--- src/rtl/btn_event_io_pkg.sv ---
// Shared register map and helpers for the button event peripheral.
// The offsets here are the ones software uses inside the peripheral window.
package btn_event_io_pkg;

    localparam logic [31:0] BTN_BASE_ADDR = 32'h0000_3000;

    localparam logic [11:0] BTN_STATE   = 12'h000;
    localparam logic [11:0] BTN_PRESS   = 12'h004;
    localparam logic [11:0] BTN_RELEASE = 12'h008;
    localparam logic [11:0] BTN_CTRL    = 12'h00C;
    localparam logic [11:0] BTN_COUNT   = 12'h010;

    typedef enum logic [2:0] {
        REG_STATE   = BTN_STATE[4:2],
        REG_PRESS   = BTN_PRESS[4:2],
        REG_RELEASE = BTN_RELEASE[4:2],
        REG_CTRL    = BTN_CTRL[4:2],
        REG_COUNT   = BTN_COUNT[4:2]
    } regSel_e;

    function automatic logic [4:0] popCount16(input logic [15:0] v);
        logic [4:0] n;
        n = '0;
        for (int i = 0; i < 16; i++) begin
            n = n + {4'b0, v[i]};
        end
        return n;
    endfunction

endpackage

--- src/rtl/btn_event_io_if.sv ---
// Peripheral-port bus between the bridge (master) and the button block (slave).
interface btn_event_io_if;

    logic [11:0] addr;
    logic        we;
    logic [31:0] wdata;
    logic [31:0] rdata;

    modport master (output addr, output we, output wdata, input rdata);
    modport slave  (input addr, input we, input wdata, output rdata);

endinterface

--- src/rtl/btn_event_io_debounce_cell.sv ---
// One button bit: two-flop synchronizer, debounce counter and stable level,
// with single-cycle pulses that coincide with the edge that updates stable.
module btn_debounce_cell #(
    parameter int DEB_CYCLES = 4,
    parameter int DEB_CNT_W  = 3
) (
    input  logic clk,
    input  logic rst_n,
    input  logic btn_i,
    output logic stable_o,
    output logic rise_o,
    output logic fall_o
);

    localparam logic [DEB_CNT_W-1:0] LAST_CNT = DEB_CNT_W'(DEB_CYCLES - 1);

    logic                 sync1_q;
    logic                 sync2_q;
    logic                 stable_q;
    logic                 stable_d;
    logic [DEB_CNT_W-1:0] cnt_q;
    logic [DEB_CNT_W-1:0] cnt_d;

    // Any cycle where sync agrees with stable restarts the qualification run.
    always_comb begin
        stable_d = stable_q;
        cnt_d    = '0;
        if (sync2_q != stable_q) begin
            if (cnt_q == LAST_CNT) begin
                stable_d = sync2_q;
            end else begin
                cnt_d = cnt_q + 1'b1;
            end
        end
    end

    always_ff @(posedge clk or negedge rst_n) begin
        if (!rst_n) begin
            sync1_q  <= 1'b0;
            sync2_q  <= 1'b0;
            stable_q <= 1'b0;
            cnt_q    <= '0;
        end else begin
            sync1_q  <= btn_i;
            sync2_q  <= sync1_q;
            stable_q <= stable_d;
            cnt_q    <= cnt_d;
        end
    end

    assign stable_o = stable_q;
    assign rise_o   = stable_d & ~stable_q;
    assign fall_o   = ~stable_d & stable_q;

endmodule

--- src/rtl/btn_event_io.sv ---
// Button event peripheral: debounced levels, sticky W1C press/release flags,
// capture enable and a 16-bit press counter behind a simple register bus.
module btn_event_io
    import btn_event_io_pkg::*;
#(
    parameter int NBTN       = 5,
    parameter int DEB_CYCLES = 500000,
    parameter int DEB_CNT_W  = 20
) (
    input  logic            clk,
    input  logic            rst_n,
    input  logic [NBTN-1:0] button_input,
    btn_event_io_if.slave   bus
);

    logic [NBTN-1:0] stable;
    logic [NBTN-1:0] rise;
    logic [NBTN-1:0] fall;

    for (genvar i = 0; i < NBTN; i++) begin : g_cell
        btn_debounce_cell #(
            .DEB_CYCLES (DEB_CYCLES),
            .DEB_CNT_W  (DEB_CNT_W)
        ) u_cell (
            .clk      (clk),
            .rst_n    (rst_n),
            .btn_i    (button_input[i]),
            .stable_o (stable[i]),
            .rise_o   (rise[i]),
            .fall_o   (fall[i])
        );
    end

    logic [NBTN-1:0] press_q;
    logic [NBTN-1:0] press_d;
    logic [NBTN-1:0] release_q;
    logic [NBTN-1:0] release_d;
    logic            ctrlEn_q;
    logic            ctrlEn_d;
    logic [15:0]     count_q;
    logic [15:0]     count_d;
    logic [15:0]     countInc;
    logic [2:0]      sel;
    logic [NBTN-1:0] clrMask;
    logic            unusedBits;

    assign sel        = bus.addr[4:2];
    assign clrMask    = bus.wdata[NBTN-1:0];
    assign unusedBits = ^{bus.addr[11:5], bus.addr[1:0], bus.wdata[31:NBTN]};
    assign countInc   = ctrlEn_q ? {11'b0, popCount16(16'(rise))} : 16'h0000;

    // Clear is applied before set so a same-cycle edge always survives a W1C.
    always_comb begin
        press_d   = press_q;
        release_d = release_q;
        ctrlEn_d  = ctrlEn_q;
        count_d   = count_q + countInc;
        if (bus.we && sel == REG_PRESS) begin
            press_d = press_q & ~clrMask;
        end
        if (bus.we && sel == REG_RELEASE) begin
            release_d = release_q & ~clrMask;
        end
        if (bus.we && sel == REG_CTRL) begin
            ctrlEn_d = bus.wdata[0];
        end
        if (bus.we && sel == REG_COUNT) begin
            count_d = countInc;
        end
        press_d   = press_d | (rise & {NBTN{ctrlEn_q}});
        release_d = release_d | (fall & {NBTN{ctrlEn_q}});
    end

    always_ff @(posedge clk or negedge rst_n) begin
        if (!rst_n) begin
            press_q   <= '0;
            release_q <= '0;
            ctrlEn_q  <= 1'b1;
            count_q   <= '0;
        end else begin
            press_q   <= press_d;
            release_q <= release_d;
            ctrlEn_q  <= ctrlEn_d;
            count_q   <= count_d;
        end
    end

    always_comb begin
        bus.rdata = '0;
        case (sel)
            REG_STATE:   bus.rdata = 32'(stable);
            REG_PRESS:   bus.rdata = 32'(press_q);
            REG_RELEASE: bus.rdata = 32'(release_q);
            REG_CTRL:    bus.rdata = {31'b0, ctrlEn_q};
            REG_COUNT:   bus.rdata = {16'b0, count_q};
            default:     bus.rdata = '0;
        endcase
    end

endmodule

--- src/flat_wrapper.sv ---
// flat-port wrapper written by rule: the top's interface ports become plain ports
module btn_event_io_flat import btn_event_io_pkg::*;
#(
    parameter int NBTN       = 5,
    parameter int DEB_CYCLES = 500000,
    parameter int DEB_CNT_W  = 20
)
  (clk, rst_n, button_input, bus_addr, bus_we, bus_wdata, bus_rdata);
  btn_event_io_if bus_i ();
  input  logic clk;
  input  logic rst_n;
  input  logic [NBTN-1:0] button_input;
  input wire logic [$bits(bus_i.addr)-1:0] bus_addr;
  input wire logic [$bits(bus_i.we)-1:0] bus_we;
  input wire logic [$bits(bus_i.wdata)-1:0] bus_wdata;
  output wire logic [$bits(bus_i.rdata)-1:0] bus_rdata;
  assign bus_i.addr = bus_addr;
  assign bus_i.we = bus_we;
  assign bus_i.wdata = bus_wdata;
  assign bus_rdata = bus_i.rdata;
  btn_event_io #(.NBTN(NBTN), .DEB_CYCLES(DEB_CYCLES), .DEB_CNT_W(DEB_CNT_W)) u_core (.clk(clk), .rst_n(rst_n), .button_input(button_input), .bus(bus_i));
endmodule
--- config.mk ---
export PLATFORM = sky130hd
export DESIGN_NAME = btn_event_io_flat
export DESIGN_NICKNAME = d
export VERILOG_FILES = /design/src/rtl/btn_event_io_pkg.sv /design/src/rtl/btn_event_io_if.sv /design/src/rtl/btn_event_io_debounce_cell.sv /design/src/rtl/btn_event_io.sv /design/src/flat_wrapper.sv
export SDC_FILE = /design/constraint.sdc
export NUM_CORES = 1
export LEC_CHECK = 0
export BUFFER_PORTS_ARGS = -buffer_cell sky130_fd_sc_hd__buf_2
export CAP_MARGIN = 20
export CORE_AREA = 2 2 107 186
export DETAILED_ROUTE_END_ITERATION = 10
export DIE_AREA = 0 0 109 188
export PLACE_DENSITY_LB_ADDON = 0.12
export SYNTH_ARGS = -nofsm -noshare
export SYNTH_HDL_FRONTEND = slang
export SYNTH_SLANG_ARGS = --single-unit
--- constraint.sdc ---
create_clock -name clk -period 5.7 [get_ports clk]
set_input_delay 1.14 -clock clk [delete_from_list [all_inputs] [get_ports clk]]
set_output_delay 1.14 -clock clk [all_outputs]
set_load 0.02 [all_outputs]
==> flow_results.xml <==
<?xml version="1.0" encoding="UTF-8"?>
<metrics>
  <group name="clock_network">
    <metric name="clock_insertion_delay_at_the_later_pin_of_the_skew_report" unit="ns">0.43</metric>
    <metric name="cts_setup_buffers" unit="">0</metric>
    <metric name="clk_pin_slew_worst_paths" unit="ns">0.06</metric>
    <metric name="max-clock-path-buffers" unit="">2</metric>
    <metric name="numClockSinks" unit="">142</metric>
    <metric name="cts_buffers" unit="">17</metric>
    <metric name="root_buffer" unit="">sky130_fd_sc_hd__clkbuf_16</metric>
    <metric name="htree_num_levels" unit="">4</metric>
    <metric name="cts_tree" unit="">yes</metric>
    <metric name="holdBufCountCts" unit="">0</metric>
    <metric name="postCtsResizedCells" unit="">0</metric>
  </group>
  <group name="setup_path">
    <metric name="launching_element_type_of_the_critical_path" unit="">register</metric>
    <metric name="critical_path.cell_chain" unit="">ha_1 -&gt; and3_1 -&gt; nand2_2 -&gt; or4_1 -&gt; nor3b_1 -&gt; fa_1 -&gt; ha_1 -&gt; fa_1 -&gt; nand2_1 -&gt; fa_1 -&gt; nor2b_1 -&gt; o211ai_1 -&gt; or4_1 -&gt; a21oi_1</metric>
    <metric name="crit_start" unit="">u_core.g_cell[4].u_cell.cnt_q[0]</metric>
    <metric name="slowest_stage" unit="">sky130_fd_sc_hd__or4_1</metric>
    <metric name="worst_reg2reg_path_startpoint" unit="">u_core.g_cell[4].u_cell.cnt_q[0]</metric>
    <metric name="timing.critical_path.arrival" unit="ns">5.16</metric>
    <metric name="critPathCaptureType" unit="">register</metric>
    <metric name="cpPeakStageDelay" unit="ns">0.54</metric>
    <metric name="data_required_time_at_the_worst_endpoint" unit="ns">6.04</metric>
    <metric name="worst-path-buf-inv" unit="">0</metric>
    <metric name="worstPathMaxFanout" unit="">6</metric>
    <metric name="critPathKind" unit="">reg2reg</metric>
    <metric name="critical-path-top-cell-by-count" unit="">sky130_fd_sc_hd__fa_1</metric>
    <metric name="path_delay_family" unit="">simple AND/OR/NAND/NOR gates</metric>
  </group>
  <group name="floorplanning">
    <metric name="design.die.area" unit="sq um">20500</metric>
    <metric name="io_pins" unit="">84</metric>
    <metric name="floorplan.die.height" unit="um">188</metric>
    <metric name="standard_cell_row_count" unit="">67</metric>
    <metric name="core_region_area" unit="sq um">19000</metric>
    <metric name="initial_utilization" unit="%">39.1</metric>
    <metric name="floorplan.die.width" unit="um">109</metric>
  </group>
  <group name="sta">
    <metric name="max_slew_violation_count" unit="">0</metric>
    <metric name="max_slew.worst_pin.slew" unit="ns">1.14</metric>
    <metric name="min_period_over_period" unit="%">84.6</metric>
    <metric name="finalSetupTns" unit="ns">0</metric>
    <metric name="maxClockFrequency" unit="MHz">207</metric>
    <metric name="setup_viol_count_final" unit="">0</metric>
    <metric name="finalCriticalPeriod" unit="ns">4.82</metric>
    <metric name="slew_headroom" unit="%">22.8</metric>
    <metric name="worst_clock_skew" unit="ns">0.00774</metric>
    <metric name="final-hold-violation-count" unit="">0</metric>
    <metric name="grt_setup_unrepaired" unit="">false</metric>
  </group>
  <group name="routing">
    <metric name="initialDrtViolationCount" unit="">213</metric>
    <metric name="drc" unit="">0</metric>
    <metric name="drt_pass1_iterations" unit="">4</metric>
    <metric name="drt-vias-per-instance" unit="">5.30</metric>
    <metric name="drt-total-wl" unit="mm">15.7</metric>
    <metric name="routed-via-count" unit="">5487</metric>
    <metric name="antenna_left" unit="">0</metric>
    <metric name="avgRoutedWirePerCell" unit="um">15.2</metric>
  </group>
  <group name="finish">
    <metric name="insertedDiodeCount" unit="">0</metric>
    <metric name="design_area" unit="sq um">8390</metric>
    <metric name="final_nets" unit="">847</metric>
    <metric name="final_layout_size_suffix_gt1_share" unit="%">12.6</metric>
    <metric name="flow.area_growth_from_synthesis" unit="%">12.7</metric>
    <metric name="finish.utilization" unit="%">44.1</metric>
  </group>
  <group name="global_routing">
    <metric name="grt_pass1_vias" unit="">5626</metric>
    <metric name="grt_util_met3" unit="%">3.89</metric>
    <metric name="globalRoute.totalOverflow" unit="">0</metric>
    <metric name="grtUsageMet2" unit="%">29.2</metric>
    <metric name="globalRouteTotalUtil" unit="%">16.6</metric>
    <metric name="grt_start_max_net_pins" unit="">95</metric>
    <metric name="globalRouteMet1Util" unit="%">19.0</metric>
    <metric name="grt_first_pass_wirelength" unit="mm">26.9</metric>
    <metric name="number_of_antenna_violations_at_the_first_check_in_global_routing" unit="">2</metric>
    <metric name="gr-max-usage-layer" unit="">met2</metric>
  </group>
  <group name="placed_design">
    <metric name="placedInstanceArea" unit="sq um">7770</metric>
    <metric name="hpwl" unit="mm">11.0</metric>
    <metric name="place_congestion" unit="">0.778</metric>
    <metric name="placement.io_buffers" unit="">31</metric>
  </group>
  <group name="power">
    <metric name="power.switching" unit="uW">540</metric>
    <metric name="p_sw_share" unit="%">23.4</metric>
    <metric name="clkPwrFrac" unit="%">50.0</metric>
    <metric name="p_comb_share" unit="%">4.2</metric>
    <metric name="power.density_cell_area" unit="nW/um^2">276</metric>
    <metric name="leakage" unit="uW">0.00348</metric>
    <metric name="post-layout-total-power" unit="uW">2310</metric>
    <metric name="ir_drop" unit="uV">178</metric>
    <metric name="seqPwrFrac" unit="%">45.8</metric>
    <metric name="cell_internal_pwr" unit="uW">1770</metric>
  </group>
  <group name="yosys">
    <metric name="share_of_flip_flops_with_an_asynchronous_set_or_reset" unit="%">100</metric>
    <metric name="yosys.area.top_type" unit="">sky130_fd_sc_hd__dfrtp_1</metric>
    <metric name="most_used_flip_flop_cell_after_synthesis" unit="">sky130_fd_sc_hd__dfrtp_1</metric>
    <metric name="post_synthesis_sequential_element_count" unit="">142</metric>
    <metric name="netlist_top_cells_area" unit="">sky130_fd_sc_hd__dfrtp_1 (47%), sky130_fd_sc_hd__xnor2_1 (6.2%), sky130_fd_sc_hd__nor2_1 (4.9%), sky130_fd_sc_hd__nand2_1 (2.8%), sky130_fd_sc_hd__xor2_1 (2.6%)</metric>
    <metric name="yosysTopAreaCellShare" unit="%">47.4</metric>
    <metric name="post_synth_num_cell_types" unit="">65</metric>
    <metric name="ys_top_cells_by_count" unit="">sky130_fd_sc_hd__dfrtp_1 (141), sky130_fd_sc_hd__nor2_1 (98), sky130_fd_sc_hd__nand2_1 (56)</metric>
    <metric name="synth-seq-area-share" unit="%">47.8</metric>
    <metric name="synth_area_per_inst" unit="sq um">9.92</metric>
    <metric name="yosys.cell_count.top_type" unit="">sky130_fd_sc_hd__dfrtp_1</metric>
    <metric name="synth-edff-count" unit="">0</metric>
    <metric name="synth_warnings" unit="">0</metric>
    <metric name="number_of_standard_cells_after_synthesis" unit="">750</metric>
    <metric name="syn_area" unit="sq um">7440</metric>
  </group>
  <group name="run">
    <metric name="maxCapViolCount" unit="">0</metric>
  </group>
  <group name="worst_hold_path">
    <metric name="holdCritStartpoint" unit="">u_core.g_cell[4].u_cell.sync1_q</metric>
    <metric name="path_category_of_the_worst_min_delay_check" unit="">reg2reg</metric>
  </group>
  <group name="status">
    <metric name="outcome" unit="">finished clean</metric>
  </group>
</metrics>
## path summary, 6_finish.rpt
check / to / slack (ns) / depth (start not counted)
min in group asynchronous: u_core.g_cell[3].u_cell.cnt_q[7] / 0.80 / 1
max: u_core.count_q[14] / 0.88 / 14
min: u_core.g_cell[4].u_cell.sync2_q / 0.35 / 0
max in group asynchronous: u_core.g_cell[3].u_cell.cnt_q[16] / 3.69 / 2
min reg2reg: u_core.g_cell[4].u_cell.sync2_q / 0.35 / 0
max reg2reg: u_core.count_q[14] / 0.88 / 14
## placed cells by master (no fill, tap or decap), types with 12 or more instances in the layout
| master | instances |
|---|---|
| sky130_fd_sc_hd__or3_1 | 12 |
| sky130_fd_sc_hd__nand4_1 | 20 |
| sky130_fd_sc_hd__o21ai_0 | 24 |
| sky130_fd_sc_hd__nand3_1 | 30 |
| sky130_fd_sc_hd__xnor2_1 | 53 |
| sky130_fd_sc_hd__conb_1 | 16 |
| sky130_fd_sc_hd__dfrtp_1 | 141 |
| sky130_fd_sc_hd__and2_1 | 18 |
| sky130_fd_sc_hd__nor4b_1 | 12 |
| sky130_fd_sc_hd__and3_1 | 13 |
| sky130_fd_sc_hd__nor2_1 | 98 |
| sky130_fd_sc_hd__inv_1 | 25 |
| sky130_fd_sc_hd__a21oi_1 | 32 |
| sky130_fd_sc_hd__nor4_1 | 18 |
| sky130_fd_sc_hd__xor2_1 | 22 |
| sky130_fd_sc_hd__nand2_1 | 56 |
| sky130_fd_sc_hd__nor3_1 | 23 |
| sky130_fd_sc_hd__buf_2 | 31 |
| sky130_fd_sc_hd__clkbuf_16 | 17 |
## metrics by stage
step / hold slack [ns] / worst slack [ns] / instances
detailed placement: 0.336 / 0.934 / 1004
floorplan: 0.331 / 1.38 / 765
CTS: 0.349 / 0.890 / 1036
global route: 0.364 / 0.560 / 1036
finish: 0.349 / 0.879 / 1036
global placement: 0.343 / 0.954 / 1003
## kinds of logic (layout without fill, tap and decap cells)
logic type | Yosys count | after routing | share of synthesized area [%]
other | 1 | 16 | 0.0504
and+or+nand+nor | 356 | 356 | 27.0
adders and majority gates | 13 | 13 | 2.49
xor gates and xnor gates | 75 | 75 | 8.83
buffers and inverters | 62 | 92 | 4.19
DFF | 142 | 142 | 47.8
AOI/OAI and AO/OA | 87 | 87 | 7.48
muxes | 14 | 14 | 2.22
## state kept, by name (all words and copies together) (netlist names)
name and cells:
u_core.g_cell.u_cell.cnt_q 100, u_core.count_q 16, u_core.g_cell.u_cell.stable_o 5, u_core.g_cell.u_cell.sync1_q 5, u_core.g_cell.u_cell.sync2_q 5, u_core.press_q 5
u_core.release_q 5, u_core.ctrlEn_q 1
## worst register-to-register path: cells and delay by family (launching register included)
kind            cells  cell delay (ns)
flops               1             0.40
fa+ha+maj           5             1.79
compound gates      2             0.39
simple gates        7             2.15
## metal layers
layer,up-vias,wire length [um]
met1,2713,6620
met2,61,8340
li1,2687,-
met5,-,27
met3,22,444
met4,4,288
## final cells by class
type                            instances  area (sq um)
Clock inverter                         13           164
Fill cell                            1823         10600
Clock buffer                           19           453
Multi-Input combinational cell        561          3630
Inverter                               25          93.8
Tap cell                              241           302
Sequential cell                       142          3550
Timing Repair Buffer                   35           189
## power groups by stage
stage	combinational, uW	sequential, uW	clock (uW)
after CTS	101	1060	1190
final	98.2	1060	1160
after floorplan	72.3	1060	0
after global placement	97.9	1070	0
after global routing	113	1060	1220
after detailed placement	101	1080	0
(Power assumes the default switching activity.)
